File: src/rtl/aes_input_loader.sv
// aes_input_loader: assembles a big-endian byte stream into the 128-bit key and
// plaintext buses of the aes core. It fires a one-cycle start and then holds both
// buses until the core reports done, or until the optional wait limit expires.
module aes_input_loader #(
  parameter int WAIT_LIMIT = 0,   // max cycles in WAIT_DONE; 0 disables the timeout
  parameter int CNT_W      = 16   // wait counter width, must hold WAIT_LIMIT
) (
  input  logic         clk,
  input  logic         rst,
  input  logic [7:0]   in_data,
  input  logic         in_valid,
  output logic         in_ready,
  input  logic         key_reuse,
  input  logic         aes_done,
  output logic [127:0] key,
  output logic [127:0] word,
  output logic         start,
  output logic         busy,
  output logic         key_valid,
  output logic         timeout
);

  typedef enum logic [2:0] {
    S_IDLE,
    S_LOAD_KEY,
    S_LOAD_WORD,
    S_ISSUE,
    S_WAIT_DONE
  } state_t;

  localparam bit             TIMEOUT_EN = (WAIT_LIMIT != 0);
  localparam logic [CNT_W-1:0] LAST_WAIT = TIMEOUT_EN ? CNT_W'(WAIT_LIMIT - 1) : '0;

  state_t           state;
  state_t           state_nxt;
  logic [3:0]       byte_cnt;
  logic [CNT_W-1:0] wait_cnt;
  logic             fire;
  logic             last_byte;
  logic             expire;

  // Ready depends only on state, so the handshake never loops back through next-state logic.
  assign in_ready  = (state == S_LOAD_KEY) || (state == S_LOAD_WORD);
  assign fire      = in_valid && in_ready;
  assign last_byte = fire && (byte_cnt == 4'd15);

  // Next-state and strobe decode.
  always_comb begin
    // NOTE: every output of this block gets a default first; a path that skips an
    // assignment would otherwise infer a latch.
    state_nxt = state;
    start     = 1'b0;
    busy      = 1'b0;
    expire    = 1'b0;
    case (state)
      S_IDLE:      state_nxt = (key_reuse && key_valid) ? S_LOAD_WORD : S_LOAD_KEY;
      S_LOAD_KEY:  if (last_byte) state_nxt = S_LOAD_WORD;
      S_LOAD_WORD: if (last_byte) state_nxt = S_ISSUE;
      S_ISSUE: begin
        start     = 1'b1;
        busy      = 1'b1;
        state_nxt = S_WAIT_DONE;
      end
      S_WAIT_DONE: begin
        busy = 1'b1;
        // A done in the expiry cycle wins: the block completed, so no timeout.
        if (aes_done) begin
          state_nxt = S_IDLE;
        end else if (TIMEOUT_EN && (wait_cnt == LAST_WAIT)) begin
          state_nxt = S_IDLE;
          expire    = 1'b1;
        end
      end
      default:     state_nxt = S_IDLE;
    endcase
  end

  // State register.
  always_ff @(posedge clk) begin
    // NOTE: clocked state uses non-blocking assignments so every register samples
    // pre-edge values, independent of block ordering.
    if (rst) state <= S_IDLE;
    else     state <= state_nxt;
  end

  // Byte counter and shift-in of the key/word buses; buses are frozen outside loads.
  always_ff @(posedge clk) begin
    if (rst) begin
      byte_cnt <= '0;
      key      <= '0;
      word     <= '0;
    end else if (fire) begin
      byte_cnt <= byte_cnt + 4'd1;
      if (state == S_LOAD_KEY) key  <= {key[119:0], in_data};
      else                     word <= {word[119:0], in_data};
    end
  end

  // Wait-cycle counter: counts while staying in WAIT_DONE, clears on any exit.
  always_ff @(posedge clk) begin
    if (rst)                                                   wait_cnt <= '0;
    else if (state == S_WAIT_DONE && state_nxt == S_WAIT_DONE) wait_cnt <= wait_cnt + CNT_W'(1);
    else                                                       wait_cnt <= '0;
  end

  // Key-held flag: cleared when a new key load begins or on expiry, set on the 16th key byte.
  always_ff @(posedge clk) begin
    if (rst)                                          key_valid <= 1'b0;
    else if (state == S_IDLE && state_nxt == S_LOAD_KEY) key_valid <= 1'b0;
    else if (state == S_LOAD_KEY && last_byte)        key_valid <= 1'b1;
    else if (expire)                                  key_valid <= 1'b0;
  end

  // Timeout pulse, registered so it appears in the IDLE cycle after expiry.
  always_ff @(posedge clk) begin
    if (rst) timeout <= 1'b0;
    else     timeout <= expire;
  end

endmodule

File: config.mk
export PLATFORM = sky130hd
export DESIGN_NAME = aes_input_loader
export DESIGN_NICKNAME = d
export VERILOG_FILES = /design/src/rtl/aes_input_loader.sv
export SDC_FILE = /design/constraint.sdc
export NUM_CORES = 1
export LEC_CHECK = 0
export ABC_AREA = 0
export BUFFER_PORTS_ARGS = -buffer_cell sky130_fd_sc_hd__buf_2
export CELL_PAD_IN_SITES_DETAIL_PLACEMENT = 0
export CELL_PAD_IN_SITES_GLOBAL_PLACEMENT = 1
export CORE_MARGIN = 1.5
export CORE_UTILIZATION = 39
export DETAILED_ROUTE_END_ITERATION = 10
export GPL_ROUTABILITY_DRIVEN = 0
export PLACE_DENSITY = 0.9
export SYNTH_ARGS = -nofsm -noshare
export SYNTH_HDL_FRONTEND = slang
export SYNTH_SLANG_ARGS = --single-unit
File: constraint.sdc
create_clock -name clk -period 2.2 [get_ports clk]
set_clock_uncertainty 0.15 [all_clocks]
set_input_delay 0.11 -clock clk [delete_from_list [all_inputs] [get_ports clk]]
set_output_delay 0.11 -clock clk [all_outputs]
set_load 0.03 [all_outputs]
==> key figures <==
Outcome
  – Outcome: completed

Placed design
  – Placed Instances: 1684
  – Worst slack at placement: 0.325 ns
  – Port Buf Inserts: 272
  – Dpl hpwl: 16200 um

Clock network
  – Post-cts gate resize count: 0
  – Clock Sinks: 264
  – CTS root buffer: clkbuf_16
  – CTS tree: built
  – Num CTS Buffers: 28
  – Post-CTS Repair Setup Buffers: 0
  – CTS Buffer Depth: 3
  – Clock latency at the later pin of the worst-skew pair: 0.53 ns
  – Cts hold-fix bufs: 12
  – Clk slew on worst S/H paths: 0.06 ns
  – Htree depth: 1

Timing
  – Setup violators final: 0
  – Final Max Slew Viols: 0
  – Slack of the critical path: 0.194 ns
  – Fmax: 499 MHz
  – Crit share post-route: 91.2%
  – Final worst path period need: 2.01 ns
  – Slew headroom: 56.8%
  – RSZ-0062 raised after global routing: no
  – Hold slack: 0.236 ns
  – Setup tns final: 0 ns
  – Worst Max-Slew Pin Slew: 0.631 ns
  – Final hold viol count: 0

Drt
  – Wirelength per Cell: 14.0 um
  – Routed via count: 8303
  – Pre-antenna DRT Iters: 5
  – Vias per cell: 4.75
  – Remaining DRCs: 0
  – Antenna-violating nets left: 0
  – Drt initial violations: 552
  – Final WL: 24500 um

Setup path
  – Type of the worst setup path: register to output pin
  – Crit end category: output pin
  – Worst Path Max Fanout: 11
  – Worst path buffer plus inverter count: 1
  – R2R setup slack: 0.30 ns
  – Critical path's top delay family: flip-flops
  – WP data arrival: 1.75 ns
  – Critical-path top delay cell: dfxtp_1
  – Critical path's largest stage delay: 0.62 ns
  – Critical path startpoint category: register
  – Cell breakdown of the critical path: xnor2_2 -> nor2_1 -> buf_2
  – Req. time, crit path: 1.94 ns

Yosys
  – Syn_area_per_cell: 7.91 um2
  – Seq/Total Area, Yosys: 57.4%
  – Adder-Cell Fraction of Synth Area: 0.136%
  – Unique masters post-synth: 30
  – XOR/XNOR Fraction of Synth Area: 0.177%
  – Simple-Gate Fraction of Synth Area: 22.5%
  – Synth Register Bits: 264
  – Net Count, Synth: 1178
  – Largest family of logic cells by synthesized area: simple AND/OR/NAND/NOR gates
  – Post-Synthesis Cells: 1164
  – Yosys Warn Count: 0
  – Mux share of post-synthesis cell area: 0%
  – Compound-gate portion of the synthesized area: 15.1%
  – Cell Area, Synth: 9200 um2

Global route
  – Total GRT Usage: 18.9%
  – Largest net degree at the start of global routing: 89
  – First-pass GRT wire length: 38100 um
  – GRT busiest layer: met2
  – Initial antenna violation count: 0
  – Grt total ovfl: 0
  – Met3 Track Usage GR: 6.18%
  – Vias in the first global route: 7296
  – Grt met2 use: 30.2%
  – M1 GR Usage: 24.8%

Power and ir drop
  – Flop pwr share: 48.6%
  – Sw frac: 21.6%
  – Power per cell area: 829 nW/um2
  – Combinational share of power: 3.1%
  – Peak supply drop: 0.000488 V
  – Switching pwr: 2.13 mW
  – Pleak: 4.86 nW
  – Internal power: 7.76 mW
  – Clock group share of total power: 48.3%

Layout
  – Commonest cells after routing, fill and taps aside: nand2_1, buf_2, dfxtp_1, a21oi_1, clkbuf_16
  – Layout cells sized above 1: 23.9%
  – Area grow syn2layout: 29.8%
  – Nets: 1421
  – Ant. Diodes: 0
  – Commonest non-fill, non-tap cell in the layout: nand2_1
  – Fill cells: 2313
  – Reg area: 5290 um2
  – Multi-input combinational cell area: 3530 um2
  – Fin cells: 1748

Die
  – Die Y: 157 um
  – Die area: 24500 um2
  – Initial Utilization: 39.4%
  – Die width: 157 um
  – Core area: 23300 um2
  – FP Rows: 56
  – Ports: 274

Run
  – Maxcap violations: 0

Min path
  – HP Class: input pin to register
per-layer routing:
| metal | share of wire (%) | vias to the layer above |
|---|---|---|
| li1 | - | 4236 |
| met2 | 47 | 240 |
| met3 | 8.3 | 27 |
| met4 | 1.3 | 0 |
| met5 | 0 | - |
| met1 | 44 | 3800 |
sequential cells by signal, summed over array words and instances (netlist names):
name	count
byte_cnt	4
word	128
key	128
key_valid	1
state	3
synth_stat cells:
cell type	n	area share [%]
a2111oi_0	1	0.095
a21o_1	1	0.082
a21oi_1	263	14
a31oi_1	1	0.068
a41oi_1	1	0.095
and3b_1	1	0.095
and4bb_1	2	0.27
buf_1	1	0.041
buf_2	31	1.7
buf_4	8	0.65
buf_6	2	0.24
clkbuf_1	47	1.9
conb_1	1	0.041
dfxtp_1	264	57
ha_1	1	0.14
inv_1	2	0.082
nand2_1	512	21
nand2b_1	3	0.20
nand3_1	2	0.11
nand4_1	2	0.14
nand4bb_1	2	0.24
nor2_1	4	0.16
nor3b_1	1	0.082
o21a_1	1	0.082
o21ai_0	2	0.11
o21ba_2	1	0.11
o31ai_1	2	0.16
or3_1	2	0.14
or4_1	2	0.16
xnor2_2	1	0.18
worst min-delay path: cells and delay by family:
| kind | cells | cell delay [ns] |
|---|---|---|
| buf+inv | 2 | 0.66 |
| compound gates | 1 | 0.05 |
| simple gates | 1 | 0.05 |
area by class of cell:
cell class                 count  share of cell area (%)
multi-input combinational    809                    29.6
timing repair buffer         302                    14.8
clock buffer                  42                    7.07
inverter                       2                  0.0629
sequential                   264                    44.3
tap                          319                    3.34
clock inverter                10                   0.922
path summary, 6_finish.rpt:
| kind | start | endpoint | cells past startpoint |
|---|---|---|---|
| setup / recovery | state[1] | in_ready | 3 |
| setup reg to reg | state[1] | word[88] | 4 |
| hold / removal | in_data[5] | key[5] | 4 |
| hold reg to reg | key[126] | key[126] | 2 |
cells by family (layout without fill, tap and decap cells):
logic type | Yosys count | after routing
simple gates | 533 | 533
compound gates | 273 | 273
flops | 264 | 264
buf+inv | 91 | 356
fa+ha+maj | 1 | 1
other cells | 1 | 1
xor+xnor | 1 | 1
power groups by stage:
stage / logic, mW / registers, mW / clock network (mW)
final: 0.309 / 4.81 / 4.78
after global routing: 0.337 / 4.81 / 5.09
after CTS: 0.310 / 4.81 / 4.88
after detailed placement: 0.291 / 4.91 / 0
after global placement: 0.291 / 4.91 / 0
after floorplan: 0.176 / 4.92 / 0
stage by stage:
stage                     cell area, um2  power (mW)  util, %
after floorplan                     9200        5.10        -
after global placement             10900        5.20     46.6
after detailed placement           10900        5.20     46.6
after CTS                          11900        9.99     51.2
after global routing               11900        10.2     51.2
final                              11900        9.90     51.2
(Power assumes the default switching activity.)
